### config.mk
export PLATFORM = sky130hd
export DESIGN_NAME = rotate_seq
export DESIGN_NICKNAME = d
export VERILOG_FILES = /design/src/rtl/rotate_seq.sv
export SDC_FILE = /design/constraint.sdc
export NUM_CORES = 1
export LEC_CHECK = 0
export CAP_MARGIN = 20
export CORE_MARGIN = 1.5
export CORE_UTILIZATION = 30
export CTS_BUF_LIST = sky130_fd_sc_hd__clkbuf_4 sky130_fd_sc_hd__clkbuf_8 sky130_fd_sc_hd__clkbuf_16
export CTS_CLUSTER_DIAMETER = 150
export DETAILED_ROUTE_END_ITERATION = 16
export SLEW_MARGIN = 10
export SYNTH_ARGS = -nofsm -noshare
export SYNTH_HDL_FRONTEND = slang
export SYNTH_SLANG_ARGS = --single-unit
### constraint.sdc
create_clock -name CLK -period 1.5 [get_ports CLK]
set_input_delay 0.3 -clock CLK [delete_from_list [all_inputs] [get_ports CLK]]
set_output_delay 0.3 -clock CLK [all_outputs]
set_load 0.05 [all_outputs]
### src/rtl/rotate_seq.sv
// Sequential rotate unit: loads a word, rotates it one position per clock by a
// programmed amount, pulses DONE on completion, and can undo the last rotation.
module rotate_seq #(
  parameter int N = 8,
  localparam int W = (N > 1) ? $clog2(N) : 1
) (
  input  logic         CLK,
  input  logic         N_RESET,
  input  logic         LOAD,
  input  logic [N-1:0] DIN,
  input  logic         DIR,
  input  logic [W-1:0] AMT,
  input  logic         UNDO,
  output logic [N-1:0] DOUT,
  output logic         BUSY,
  output logic         DONE,
  output logic         state_dbg_o
);

  typedef enum logic {
    ST_IDLE   = 1'b0,
    ST_ROTATE = 1'b1
  } state_t;

  // Handshake: LOAD/UNDO are single-cycle requests, accepted only on an edge
  // where BUSY=0; requests seen while BUSY=1 are dropped without any effect.
  state_t         state_q, state_d;
  logic [N-1:0]   dout_q, dout_d;
  logic           dir_q, dir_d;
  logic [W-1:0]   amt_q, amt_d;
  logic [W-1:0]   cnt_q, cnt_d;
  logic           done_q, done_d;
  logic [N-1:0]   dout_step;

  // One-position rotation in the stored direction (0 = left, 1 = right).
  always_comb begin
    if (dir_q) dout_step = {dout_q[0], dout_q[N-1:1]};
    else       dout_step = {dout_q[N-2:0], dout_q[N-1]};
  end

  always_ff @(posedge CLK) begin
    if (!N_RESET) begin
      state_q <= ST_IDLE;
      dout_q  <= '0;
      dir_q   <= 1'b0;
      amt_q   <= '0;
      cnt_q   <= '0;
      done_q  <= 1'b0;
    end else begin
      state_q <= state_d;
      dout_q  <= dout_d;
      dir_q   <= dir_d;
      amt_q   <= amt_d;
      cnt_q   <= cnt_d;
      done_q  <= done_d;
    end
  end

  always_comb begin
    state_d = state_q;
    dout_d  = dout_q;
    dir_d   = dir_q;
    amt_d   = amt_q;
    cnt_d   = cnt_q;
    done_d  = 1'b0;
    unique case (state_q)
      ST_IDLE: begin
        if (LOAD) begin
          dout_d = DIN;
          dir_d  = DIR;
          amt_d  = AMT;
          cnt_d  = AMT;
          if (AMT != '0) state_d = ST_ROTATE;
          else           done_d  = 1'b1;
        end else if (UNDO) begin
          // Undo replays the stored amount in the opposite direction on the held word.
          dir_d = ~dir_q;
          cnt_d = amt_q;
          if (amt_q != '0) state_d = ST_ROTATE;
          else             done_d  = 1'b1;
        end
      end
      ST_ROTATE: begin
        dout_d = dout_step;
        cnt_d  = cnt_q - 1'b1;
        if (cnt_q == W'(1)) begin
          state_d = ST_IDLE;
          done_d  = 1'b1;
        end
      end
      default: state_d = ST_IDLE;
    endcase
  end

  assign DOUT        = dout_q;
  assign BUSY        = (state_q == ST_ROTATE);
  assign DONE        = done_q;
  assign state_dbg_o = state_q;

endmodule

==> metrics.txt <==
Placer Congestion 0.885; CTS H-tree depth 1; CP max FO 12; Worst path depth 2; Mapped Area 962 µm²; worst vdd ir 0.315 mV; library cells used by synthesis 31; fin nets 151; Post-CTS Hold Buffers 0; Synth warnings 0; crit start category flop; final period utilization 94.2%; ys flop type dfxtp_1; DP Cell Count 172; Seq/Total Area, Yosys 35.4%; clock sinks 17; total gr overflow 0; Fmax 0.707 GHz; die area 0.00356 mm²; Die Span Y 59.6 µm; setup_tns 0 ns; Avg Synthesized Cell Area 9.53 µm²; Max-Cap Viols 0; Post-synth EDFFs 0; clock slew at reported path FFs 0.10 ns; P&R area growth vs syn 48.6%; RSZ-0062 raised after global routing no; worst-skew pair later-pin latency 0.30 ns; Critical Path End Type output port; WP data required 1.20 ns; cells after synthesis 101; clock skew 0.00311 ns; Arr. time, crit path 1.11 ns; Hold Crit Class flop to flop; total power 1.38 mW; die width 59.6 µm; CP Class flop to output port; post-route ant nets 0; clock buffer depth 2; Worst Path Buf+Inv 2; final setup violating endpoints 0; post-CTS setup buffers 0; Ports 27; largest net degree at the start of global routing 18; Final Util 46.8%; worst slew pin tran 0.534 ns; I/O Buffers 26; PnR worst setup slack 0.0864 ns; placed cell area 0.00140 mm²; Finished Layout Cells 176; max-slew violations 0; WL final 2320 µm; core area 0.00305 mm²; path depth of the worst reg2reg path 5; cts repair resizes 1; CP max stage delay 0.47 ns; outcome finished, final reports clean; layout cells sized above 1 23.5%; initial antenna violation count 0; vias 857; Async S/R FF share, synth 0%; drt via density 4.87; total track usage 14.5%; CTS tree yes; Initial DRC Count 18; vias in the first global route 826; Clock Root Buffer clkbuf_4; pre-CTS WS -0.161 ns; slowest CP cell dfxtp_2; row count 20; Hold Path Depth 2; Hold Vio Cnt, Final 0; Initial Utilization 31.5%; post-route cell area 0.00143 mm²; Mapped Nets 119; routed len/inst 13.2 µm; flops & latches, synth 17; min Tclk post-route 1.41 ns; Detailed Routing Iterations Pass 1 4; # diodes 0; Hold WS 0.546 ns; PwrDens 963 mW/mm²; CTS buffer count 3; FILL cells 300; HPWL Detailed 1730 µm; leak pwr 0.543 nW; DRC Markers 0; normalized max-slew margin 64.3%; CP top delay family flip-flops; CP cell instances buf_4, buf_12; first-pass GRT wire length 3800 µm
-- logic make-up (layout without fill, tap and decap cells) --
family / Yosys count / in the layout / synth area share (%)
and+or+nand+nor: 25 / 25 / 15.7
buffers and inverters: 14 / 45 / 8.32
muxes: 12 / 12 / 12.6
adders and majority gates: 2 / 2 / 2.60
xor gates and xnor gates: 1 / 1 / 0.910
AOI/OAI and AO/OA: 30 / 30 / 24.4
DFF: 17 / 17 / 35.4
-- state kept, by name (all words and copies together) (netlist names) --
name / cells
BUSY: 1
amt_q: 3
DOUT: 8
dir_q: 1
cnt_q: 3
DONE: 1
-- worst min-delay path: stages (launching register included) --
cell     delay [ns]
dfxtp_1        0.34
mux2i_1        0.12
nor2_1         0.05
-- power breakdown --
group,internal [mW],leakage (nW),switching (mW)
sequential,0.503,0.141,0.0791
combinational,0.285,0.384,0.257
clock,0.0994,0.0177,0.155
-- final cells by class --
cell class                 count  area (µm²)  area share [%]
multi-input combinational     70         542            37.9
sequential                    17         342            23.9
inverter                       5        18.8            1.31
clock inverter                 1        5.00           0.350
timing repair buffer          36         445            31.1
tap                           44        55.1            3.85
clock buffer                   3        22.5            1.57
-- cell usage in the layout (no fill, tap or decap), types with 3 or more instances in the layout --
cell type         n
clkdlybuf4s50_1  15
nor2b_1          10
inv_1             5
clkbuf_4          3
buf_12           11
buf_4            10
mux2i_1          11
nor2_1            5
dfxtp_1          16
a211oi_1         18
-- synthesized netlist by cell type, types with 4 or more instances --
library cell | number | area [µm²]
a211oi_1 | 18 | 135
buf_2 | 4 | 20.0
dfxtp_1 | 17 | 340
inv_1 | 5 | 18.8
mux2i_1 | 11 | 110
nor2_1 | 5 | 18.8
nor2b_1 | 10 | 62.6
-- per-layer routing --
metal / vias up / part of all wire, % / GRT usage (%)
li1: 433 / - / -
met4: 0 / 2.1 / 7.94
met1: 408 / 49 / 20.6
met2: 12 / 46 / 20.7
met5: - / 0 / 0
met3: 4 / 2.7 / 2.18
-- final timing paths --
check,start,endpoint,slack (ns)
setup / recovery,BUSY,BUSY,0.09
hold / removal,amt_q[0],amt_q[0],0.55
setup reg to reg,cnt_q[0],cnt_q[2],0.14
hold reg to reg,amt_q[0],amt_q[0],0.55
(Power assumes the default switching activity.)
